**src/rtl/mem_stage_ctrl.sv**
```systemverilog
// Memory-stage sequencer: drives a variable-latency data memory over req/ack, stalls the
// upstream pipeline while an access is outstanding, resolves branches and tracks errors.
module mem_stage_ctrl #(
  parameter int unsigned TIMEOUT     = 16,
  parameter int unsigned STALL_CNT_W = 32
) (
  input  logic                   clk,
  input  logic                   reset,
  input  logic                   EX_Mem_MemRead,
  input  logic                   EX_Mem_MemWrite,
  input  logic                   EX_Mem_Branch,
  input  logic                   EX_Mem_Zero,
  input  logic [63:0]            EX_Mem_ALU_Rslt,
  input  logic [63:0]            EX_Mem_ForwardB_MUX,
  output logic                   mem_req,
  output logic                   mem_we,
  output logic [63:0]            mem_addr,
  output logic [63:0]            mem_wdata,
  input  logic                   mem_ack,
  input  logic [63:0]            mem_rdata,
  output logic                   stall,
  output logic [63:0]            rdata,
  output logic                   rdata_valid,
  output logic                   PCSrc,
  output logic                   flush,
  input  logic                   err_clr,
  output logic                   misalign_err,
  output logic                   timeout_err,
  output logic [STALL_CNT_W-1:0] stall_cnt
);

  localparam int unsigned TO_W = $clog2(TIMEOUT);

  typedef enum logic [1:0] {IDLE, WAIT, DONE} state_t;

  state_t          state, state_nxt;
  logic [TO_W-1:0] tcnt, tcnt_nxt;
  logic            req_nxt, we_nxt, rvalid_nxt;
  logic [63:0]     addr_nxt, wdata_nxt, rdata_nxt;
  logic            stall_int, mis_evt, to_evt;
  logic            access, misaligned;

  assign access     = EX_Mem_MemRead | EX_Mem_MemWrite;
  assign misaligned = access & (EX_Mem_ALU_Rslt[2:0] != 3'd0);

  // Reset gating keeps the pipeline-control outputs quiet while the block is held in reset.
  assign stall = stall_int & ~reset;
  assign PCSrc = EX_Mem_Branch & EX_Mem_Zero & ~stall_int & ~reset;
  assign flush = PCSrc;

  // Next-state and next values of the registered memory-side outputs
  always_comb begin
    state_nxt  = state;
    tcnt_nxt   = tcnt;
    req_nxt    = mem_req;
    we_nxt     = mem_we;
    addr_nxt   = mem_addr;
    wdata_nxt  = mem_wdata;
    rdata_nxt  = rdata;
    rvalid_nxt = 1'b0;
    stall_int  = 1'b0;
    mis_evt    = 1'b0;
    to_evt     = 1'b0;
    case (state)
      IDLE: begin
        if (misaligned) begin
          mis_evt = 1'b1;
        end else if (access) begin
          stall_int = 1'b1;
          state_nxt = WAIT;
          req_nxt   = 1'b1;
          we_nxt    = EX_Mem_MemWrite;
          addr_nxt  = EX_Mem_ALU_Rslt;
          wdata_nxt = EX_Mem_ForwardB_MUX;
          tcnt_nxt  = '0;
        end
      end
      WAIT: begin
        stall_int = 1'b1;
        if (mem_ack) begin
          req_nxt    = 1'b0;
          rdata_nxt  = mem_we ? rdata : mem_rdata;
          rvalid_nxt = ~mem_we;
          state_nxt  = DONE;
        end else if (tcnt == TO_W'(TIMEOUT - 1)) begin
          req_nxt    = 1'b0;
          to_evt     = 1'b1;
          rdata_nxt  = '0;
          rvalid_nxt = ~mem_we;
          state_nxt  = DONE;
        end else begin
          tcnt_nxt = tcnt + TO_W'(1);
        end
      end
      DONE:    state_nxt = IDLE;
      default: state_nxt = IDLE;
    endcase
  end

  always_ff @(posedge clk or posedge reset) begin
    if (reset) begin
      state        <= IDLE;
      tcnt         <= '0;
      mem_req      <= 1'b0;
      mem_we       <= 1'b0;
      mem_addr     <= '0;
      mem_wdata    <= '0;
      rdata        <= '0;
      rdata_valid  <= 1'b0;
      misalign_err <= 1'b0;
      timeout_err  <= 1'b0;
      stall_cnt    <= '0;
    end else begin
      state       <= state_nxt;
      tcnt        <= tcnt_nxt;
      mem_req     <= req_nxt;
      mem_we      <= we_nxt;
      mem_addr    <= addr_nxt;
      mem_wdata   <= wdata_nxt;
      rdata       <= rdata_nxt;
      rdata_valid <= rvalid_nxt;
      // A new error event takes priority over a coincident clear
      if (mis_evt)      misalign_err <= 1'b1;
      else if (err_clr) misalign_err <= 1'b0;
      if (to_evt)       timeout_err  <= 1'b1;
      else if (err_clr) timeout_err  <= 1'b0;
      if (stall_int && (stall_cnt != {STALL_CNT_W{1'b1}}))
        stall_cnt <= stall_cnt + STALL_CNT_W'(1);
    end
  end

endmodule

```
**config.mk**
```make
export PLATFORM = sky130hd
export DESIGN_NAME = mem_stage_ctrl
export DESIGN_NICKNAME = d
export VERILOG_FILES = /design/src/rtl/mem_stage_ctrl.sv
export SDC_FILE = /design/constraint.sdc
export NUM_CORES = 1
export LEC_CHECK = 0
export ABC_AREA = 1
export CAP_MARGIN = 25
export CELL_PAD_IN_SITES_DETAIL_PLACEMENT = 0
export CELL_PAD_IN_SITES_GLOBAL_PLACEMENT = 1
export CORE_MARGIN = 2
export CORE_UTILIZATION = 30
export DETAILED_ROUTE_END_ITERATION = 10
export MAX_ROUTING_LAYER = met4
export PLACE_DENSITY_LB_ADDON = 0.05
export SLEW_MARGIN = 25
export SYNTH_ARGS = -nofsm -noshare
export SYNTH_HDL_FRONTEND = slang
export SYNTH_SLANG_ARGS = --single-unit
```
**constraint.sdc**
```tcl
create_clock -name clk -period 11.3 [get_ports clk]
set_input_delay 2.26 -clock clk [delete_from_list [all_inputs] [get_ports clk]]
set_output_delay 2.26 -clock clk [all_outputs]
set_load 0.1 [all_outputs]
```
==> impl_metrics.yaml <==
pwr:
  p_sw_mw: 2.35
  p_int_mw: 2.08
  power_frac_comb_pct: 53.4
  power_density_nw_per_um2: 285
  vdd.ir_drop.worst_mv: 0.158
  swShare_pct: 53.1
  seqPwrFrac_pct: 26.6
  clkPwrFrac_pct: 20.1
  p_leak_nw: 7.32
clock_tree:
  worst_skew_pair.late_latency_ns: 0.55
  cts_root_buf: "clkbuf_16"
  cts_max_path_buffers: 3
  cts_setup_buffers: 0
  path_clk_slew_ns: 0.06
  cts_tree: "built"
  cts_max_level: 1
  cts.sinks: 235
  cts_hold_buffers: 0
  post_cts_resized: 0
  numCtsBuffers: 29
critical_path:
  criticalPathCategory: "primary input to output port"
  start_kind: "primary input"
  arrival_ns: 5.33
  reg2reg_slack_ns: 8.43
  path_max_fanout: 46
  rr_worst_depth: 8
  required_ns: 9.04
  reg2reg_from: "state[1]"
  r2r_end: "mem_we"
  critPathCaptureType: "output port"
drt:
  drt_wl_total_um: 34400
  vias_per_cell: 4.27
  drc_errors: 0
  avgRoutedWirePerCell_um: 16.5
  dr_total_vias: 8913
  ant_nets: 0
  drt_pass1_iterations: 4
  first_iter_violations: 330
min_path:
  worstHoldStart: "mem_addr[37]"
  hold_class: "flop to flop"
  holdPathStages: 2
  holdPathEnd: "mem_addr[37]"
yosys:
  synth-edff-count: 0
  synthFlopType: "dfrtp_1"
  syn_avg_cell_area_um2: 8.22
  syn_nets: 1409
  seq_area_frac_synth_pct: 59.3
  synthDistinctLibCells: 29
  syn_inst: 1207
  async_flop_share_pct: 100
  ys_warn_count: 0
  ys_ff_latch: 235
  syn_area_um2: 9920
timing:
  tightest_slew_ns: 1.09
  maxSlewHeadroom_pct: 27.2
  hold_violations: 0
  fin_crit_sh_pct: 67.2
  setup_tns_ns: 0
  max_clock_freq_ghz: 0.132
  period_needed_ns: 7.59
  finalSetupViolCount: 0
  skew_ns: 0.00575
  final_max_slew_viol_count: 0
  rsz0062_at_grt: "no"
die:
  die_h_um: 186
  die_x_um: 186
  rows: 66
  pin_count: 432
  start_util_pct: 30.5
  coreArea_um2: 32500
  dieArea_um2: 34500
global_route:
  use_met2_pct: 33.4
  met3_usage_pct: 7.81
  grt_pass1_wl_um: 51900
  grt_max_degree: 157
  top_usage_layer: "met2"
  grt_overflow_total: 0
  first_global_vias: 8946
  grt.met1_usage_pct: 22.6
  grtUsageTotal_pct: 20.1
  antenna_found_initial: 4
layout:
  post-route-util_pct: 47.8
  n_fill_cell: 3217
  multi_input_area_um2: 3670
  drive_gt1_share_pct: 4.51
  nNetsFinal: 1824
  layout_common_cells: "695 x nand2_1, 426 x clkdlybuf4s50_1, 235 x dfrtp_1"
  seq_area_um2: 5880
  fin_cells: 2088
  final_common_cell: "nand2_1"
  synthToLayoutAreaGrowth_pct: 56.9
placement:
  gp_congestion: 0.791
  placedCellCount: 2031
  portBuffers: 431
  post-dp-hpwl_um: 24300
status:
  outcome: "completed"
flow_run:
  cap_violations: 0
## metrics by stage
step | hold slack, ns | instance area (µm²) | power [mW] | worst slack (ns)
floorplan | 0.479 | 9920 | 2.94 | 2.27
global placement | 0.461 | 14600 | 3.56 | 3.71
detailed placement | 0.464 | 14600 | 3.56 | 3.70
CTS | 0.480 | 15500 | 4.48 | 3.69
global route | 0.485 | 15600 | 4.61 | 3.50
finish | 0.475 | 15600 | 4.43 | 3.71
## worst max-delay path by stage
stage | from | to | slack, ns
2_1_floorplan | reset | flush | 2.27
3_3_place_gp | EX_Mem_ALU_Rslt[0] | stall | 3.71
3_5_place_dp | EX_Mem_ALU_Rslt[0] | stall | 3.70
4_1_cts | EX_Mem_ALU_Rslt[0] | stall | 3.69
5_1_grt | EX_Mem_ALU_Rslt[0] | stall | 3.50
6_report | EX_Mem_ALU_Rslt[0] | stall | 3.71
## registers in the layout, summed over array words and instances (netlist names), 2 cells and up
register   count
mem_wdata     64
stall_cnt     32
state          2
mem_addr      64
rdata         64
tcnt           4
## power groups by stage
stage / registers (mW) / logic [mW] / clock network, mW
4_1_cts: 1.18 / 2.38 / 0.921
2_1_floorplan: 2.71 / 0.230 / 0
3_5_place_dp: 1.19 / 2.38 / 0
3_3_place_gp: 1.18 / 2.38 / 0
6_report: 1.18 / 2.36 / 0.888
5_1_grt: 1.21 / 2.44 / 0.960
## cells by family after synthesis
kind of cell    count (synthesis)  synth area share, %
fa+ha+maj                       2                0.252
buf+inv                        89                 3.90
flops                         235                 59.3
simple gates                  788                 31.2
compound gates                 77                 3.95
xor+xnor                       15                 1.32
mux                             1                0.101
## routing by layer
layer / vias to the layer above / wire length, µm
met2: 286 / 16500
li1: 4533 / -
met3: 49 / 3430
met4: 0 / 895
met5: - / 0
met1: 4045 / 13500
## cell usage after synthesis (2+ instances only)
master	n	area (µm²)
xor2_1	12	105
nand3b_1	7	52.6
inv_1	33	124
nor2_1	50	188
dfrtp_1	235	5880
nor3_1	2	10.0
xnor2_1	3	26.3
buf_6	2	22.5
a21oi_1	4	20.0
buf_4	4	30.0
nand2_2	3	18.8
nand3_1	14	70.1
buf_1	5	18.8
nor2_4	3	33.8
nand4_1	2	12.5
o21ai_0	70	350
clkbuf_1	28	105
ha_1	2	25.0
nor2_2	7	43.8
buf_2	16	80.1
nand2_4	2	22.5
nand2_1	696	2610
## critical path: stages
cell and delay, ns:
clkdlybuf4s50_1 0.43, nor3_1 0.37, nand2_4 0.42, nand2_2 0.37, inv_1 0.12, nor2_1 0.11
clkdlybuf4s50_1 1.23
## area by class of cell
cell class	count	area share [%]
inverter	34	0.877
clock inverter	6	0.450
timing repair buffer	439	28.3
multi-input combinational	883	23.6
sequential	235	37.8
clock buffer	44	5.35
antenna	5	0.0804
tap	442	3.56
Note: power is estimated with default switching activity, not from simulation.
